--- src/rtl/pipe_hazard_ctrl.sv ---
`timescale 1ns/1ps
`default_nettype none
// ============================================================================
// Module   : pipe_hazard_ctrl
// Purpose  : RAW interlock, taken-branch flush and post-reset warm-up control
//            for a 5-stage non-forwarding pipeline.
// Revision : 1.0  initial release
// ============================================================================
module pipe_hazard_ctrl #(
    parameter int WARMUP = 2,
    parameter int CNT_W  = 16
) (
    input  logic             clk,
    input  logic             reset,
    input  logic [31:0]      ir_d,
    input  logic             d_valid,
    input  logic             br_taken_e,
    output logic             pc_hold,
    output logic             ifid_hold,
    output logic             ifid_flush,
    output logic             idex_bubble,
    output logic             redirect,
    output logic [CNT_W-1:0] stall_cnt,
    output logic [CNT_W-1:0] flush_cnt
);

    typedef enum logic [0:0] {
        ST_WARMUP = 1'b0,
        ST_RUN    = 1'b1
    } state_t;

    localparam logic [3:0]       c_WARM_LAST = 4'(WARMUP - 1);
    localparam logic [CNT_W-1:0] c_CNT_MAX   = '1;

    state_t     r_state;
    state_t     w_state_nxt;
    logic [3:0] r_wcnt;

    logic       r_sbe_v;
    logic [4:0] r_sbe_rd;
    logic       r_sbm_v;
    logic [4:0] r_sbm_rd;

    logic [5:0] w_op;
    logic [4:0] w_rd;
    logic [4:0] w_rs1;
    logic [4:0] w_rs2;
    logic       w_is_rr;
    logic       w_is_ld;
    logic       w_is_st;
    logic       w_writes;
    logic       w_hazard;
    logic       w_issued;
    logic       w_flush_evt;
    logic       w_stall_evt;
    logic       w_unused_bits;

    assign w_op          = ir_d[31:26];
    assign w_rd          = ir_d[25:21];
    assign w_rs1         = ir_d[20:16];
    assign w_rs2         = ir_d[15:11];
    assign w_unused_bits = ^ir_d[10:0];

    assign w_is_rr  = (w_op[5:3] == 3'b000);
    assign w_is_ld  = (w_op == 6'b001001);
    assign w_is_st  = (w_op == 6'b001000);
    assign w_writes = (w_is_rr | w_is_ld) & (w_rd != 5'd0);

    // A source register is busy if an older writer in EX or MEM targets it.
    function automatic logic f_busy(input logic [4:0] r,
                                    input logic ev, input logic [4:0] erd,
                                    input logic mv, input logic [4:0] mrd);
        return (r != 5'd0) && ((ev && (erd == r)) || (mv && (mrd == r)));
    endfunction

    assign w_hazard = d_valid & (r_state == ST_RUN) &
        (  f_busy(w_rs1, r_sbe_v, r_sbe_rd, r_sbm_v, r_sbm_rd)
        | (w_is_rr & f_busy(w_rs2, r_sbe_v, r_sbe_rd, r_sbm_v, r_sbm_rd))
        | (w_is_st & f_busy(w_rd,  r_sbe_v, r_sbe_rd, r_sbm_v, r_sbm_rd)));

    always_comb begin
        w_state_nxt = r_state;
        pc_hold     = 1'b0;
        ifid_hold   = 1'b0;
        ifid_flush  = 1'b0;
        idex_bubble = 1'b0;
        redirect    = 1'b0;
        w_flush_evt = 1'b0;
        w_stall_evt = 1'b0;
        if (reset || (r_state == ST_WARMUP)) begin
            pc_hold     = 1'b1;
            ifid_flush  = 1'b1;
            idex_bubble = 1'b1;
            if (r_wcnt == c_WARM_LAST) begin
                w_state_nxt = ST_RUN;
            end
        end else if (br_taken_e) begin
            // Branch wins over a stall: the stalled instruction is wrong-path anyway.
            redirect    = 1'b1;
            ifid_flush  = 1'b1;
            idex_bubble = 1'b1;
            w_flush_evt = 1'b1;
        end else if (w_hazard) begin
            pc_hold     = 1'b1;
            ifid_hold   = 1'b1;
            idex_bubble = 1'b1;
            w_stall_evt = 1'b1;
        end
    end

    assign w_issued = (r_state == ST_RUN) & d_valid & ~idex_bubble;

    always_ff @(posedge clk) begin
        if (reset) begin
            r_state   <= ST_WARMUP;
            r_wcnt    <= 4'd0;
            r_sbe_v   <= 1'b0;
            r_sbe_rd  <= 5'd0;
            r_sbm_v   <= 1'b0;
            r_sbm_rd  <= 5'd0;
            stall_cnt <= '0;
            flush_cnt <= '0;
        end else begin
            r_state  <= w_state_nxt;
            if (r_state == ST_WARMUP) begin
                r_wcnt <= r_wcnt + 4'd1;
            end
            r_sbm_v  <= r_sbe_v;
            r_sbm_rd <= r_sbe_rd;
            r_sbe_v  <= w_issued & w_writes;
            r_sbe_rd <= w_rd;
            if (w_stall_evt && (stall_cnt != c_CNT_MAX)) begin
                stall_cnt <= stall_cnt + 1'b1;
            end
            if (w_flush_evt && (flush_cnt != c_CNT_MAX)) begin
                flush_cnt <= flush_cnt + 1'b1;
            end
        end
    end

endmodule
`default_nettype wire

--- config.mk ---
export PLATFORM = sky130hd
export DESIGN_NAME = pipe_hazard_ctrl
export DESIGN_NICKNAME = d
export VERILOG_FILES = /design/src/rtl/pipe_hazard_ctrl.sv
export SDC_FILE = /design/constraint.sdc
export NUM_CORES = 1
export LEC_CHECK = 0
export ABC_AREA = 1
export BUFFER_PORTS_ARGS = -buffer_cell sky130_fd_sc_hd__buf_2
export CORE_UTILIZATION = 35
export DETAILED_ROUTE_END_ITERATION = 8
export HOLD_SLACK_MARGIN = 0.02
export PLACE_DENSITY = 0.58
export SYNTH_ARGS = -nofsm -noshare
export SYNTH_HDL_FRONTEND = slang
export SYNTH_SLANG_ARGS = --single-unit
export TNS_END_PERCENT = 5
--- constraint.sdc ---
create_clock -name clk -period 1.45 [get_ports clk]
set_input_delay 0.29 -clock clk [delete_from_list [all_inputs] [get_ports clk]]
set_output_delay 0.29 -clock clk [all_outputs]
set_load 0.02 [all_outputs]
==> flow_summary.ini <==
[status]
status = finished, violations left
failed_checks = negative setup slack

[place]
dp_hpwl_mm = 6.51
placed_cell_area_um2 = 4040
gp_congestion = 0.897
io_buffers = 61

[layout]
fill_cells = 873
drive_gt1_share_pct = 40.6
final_cell_mix = 120 x nand2_1, 76 x buf_4, 57 x nor2_1, 57 x buf_2, 51 x inv_1
layout_commonest_cell = nand2_1
areaGrowthSynthToFinish_pct = 43.4
final_core_util_pct = 52.0
final_area_um2 = 4290
nNetsFinal = 647

[global_routing]
grt.total_usage_pct = 19.9
overflow = 0
grt_pass1_wl_mm = 14.1
antenna_found_initial = 2
grt_pass1_vias = 3116
grt_max_degree = 34

[yosys]
synthesis.area_um2 = 2990
synth_cell_types = 35
yosysTopAreaCellShare_pct = 32.8
yosysWarnings = 0
syn_nets = 507
synthCells = 467
synth.avg_cell_area_um2 = 6.41
synthTopCellsByArea = dfxtp_1 33%, nand2_1 17%, nor2_1 7.7%
synth-seq-cells = 49
yosysTopAreaCell = dfxtp_1
synth_seq_area_share_pct = 32.8

[power]
irDropWorstVdd_v = 0.000356
switching_share_pct = 28.3
pwr-share-clk_pct = 32.0
pwr-share-seq_pct = 52.3
intPower_uw = 1940
power.density_nw_per_um2 = 633
power_switching_uw = 769
power_frac_comb_pct = 15.7
leakagePower_uw = 0.00202
finalPower_uw = 2710

[clock_tree]
root_buffer = clkbuf_8
cts_tree = done
htreeDepth = 2
numCtsBuffers = 5
clk_pin_slew_worst_paths_ns = 0.10
cts.sinks = 49
holdBufCountCts = 0
clkLatencyLatePin_ns = 0.30
cts_buffer_depth = 2

[critical_path]
critPathMaxFanout = 4
cp_data_arrival_time_ns = 1.64
worst-setup-path-type = reg2out
end_kind = primary output
worstPathRequired_ns = 1.16
critPathLaunchType = flop

[timing]
period_needed_ns = 1.93
min_period_over_period_pct = 133
max_slew.worst_pin.slew_ns = 0.513
final.setup.worst_slack_ns = -0.483
fin_worst_skew_ns = 0.00672
slew_viol_final = 0
fmax_mhz = 517
finalSetupTns_ns = -4.97
rsz0062_at_grt = yes
hold_viol = 0
setup_viol = 30
max_slew_margin_pct = 65.7

[detailed_routing]
routed_wl_mm = 8.37
route.detailed.drc = 0
vias = 3351
drt_first_pass_iters = 4
drtIter0Drc = 135
routedWlPerCell_um = 11.7
viasPerCell = 4.69
antenna_left = 0

[floorplan]
start_util_pct = 36.2
fp.dieH_um = 94.5
boundaryPins = 73
die_area_um2 = 8920
fp.dieW_um = 94.5
std_cell_rows = 33
design.core.area_um2 = 8260

[hold_path]
hp-class = in2reg

[job]
cap_violations = 0
logic make-up after synthesis:
family,after synthesis,synth area share (%)
AND/OR/NAND/NOR,266,39.4
buffers and inverters,78,11.2
AO/OA/AOI/OAI,57,11.1
flip-flops,49,32.8
XOR/XNOR,13,3.81
adder cells (fa/ha/maj),4,1.67
routing by layer:
| metal | global-route usage [%] | vias up | wire [µm] |
|---|---|---|---|
| met3 | 4.83 | 9 | 434 |
| li1 | - | 1754 | - |
| met5 | 0 | - | 0 |
| met1 | 26.3 | 1513 | 4090 |
| met2 | 31.8 | 75 | 3770 |
| met4 | 5.93 | 0 | 82 |
state kept, by name, summed over array words and instances (netlist names):
| signal | flops |
|---|---|
| flush_cnt | 16 |
| r_sbe_rd | 5 |
| r_sbe_v | 1 |
| r_sbm_rd | 5 |
| r_sbm_v | 1 |
| r_state | 1 |
| r_wcnt | 4 |
| stall_cnt | 16 |
path summary, 6_finish.rpt:
kind / slack (ns) / end / cells after the start / startpoint
worst max-delay path: -0.48 / pc_hold / 11 / r_sbe_rd[4]
worst min register to register: 0.49 / r_sbm_v / 2 / r_sbe_v
worst min-delay path: 0.26 / r_sbe_rd[2] / 3 / ir_d[23]
worst max register to register: -0.21 / stall_cnt[0] / 13 / r_sbe_rd[4]
synthesized netlist by cell type (all sizes together):
master	instances
nand2	148
inv	68
nor2	66
dfxtp	49
a21oi	31
nand3	27
o21ai	22
nand4	9
xor2	9
nor3	7
nor4	6
buf	4
clkbuf	4
ha	4
xnor2	4
clkinv	2
nor3b	2
a211oi	1
a31oi	1
nand3b	1
o21a	1
o21bai	1
final cells by class:
cell class / instances / area, µm² / area share (%)
diodes: 1 / 2.50 / 0.0583
clock buffers: 6 / 82.6 / 1.92
clock inverters: 2 / 13.8 / 0.321
inverters: 70 / 263 / 6.12
multi-input cells: 340 / 1820 / 42.4
flip-flops and latches: 49 / 1020 / 23.7
well taps: 105 / 131 / 3.06
repair buffers: 141 / 963 / 22.5
critical path: stages (launching register included):
cell     delay (ns)
dfxtp_2        0.35
buf_4          0.13
nand2_2        0.07
nand2_1        0.05
nor2_1         0.08
nand3_1        0.08
nand2_1        0.09
nand2_2        0.06
nand3_4        0.11
nand2_4        0.06
o21ai_2        0.12
buf_6          0.13
through the flow:
stage	std cells	hold slack (ns)	worst slack (ns)
after floorplan	467	0.408	-0.0662
after global placement	704	0.476	-0.334
after detailed placement	704	0.476	-0.358
after CTS	713	0.255	-0.546
after global routing	713	0.258	-0.628
final	714	0.261	-0.483
timing repair:
action                     in CTS  in global routing
pin swaps                      12                  6
setup endpoints to repair      33                 36
resized for setup              36                 23
buffers inserted                1                  0
cloned                          0                  0
power by group through the flow:
stage	logic [µW]	registers [µW]	clock network, µW
floorplan	241	1440	0
global placement	394	1450	0
detailed placement	405	1450	0
CTS	422	1420	890
global route	480	1430	957
finish	425	1420	870
Note: power is estimated with default switching activity, not from simulation.
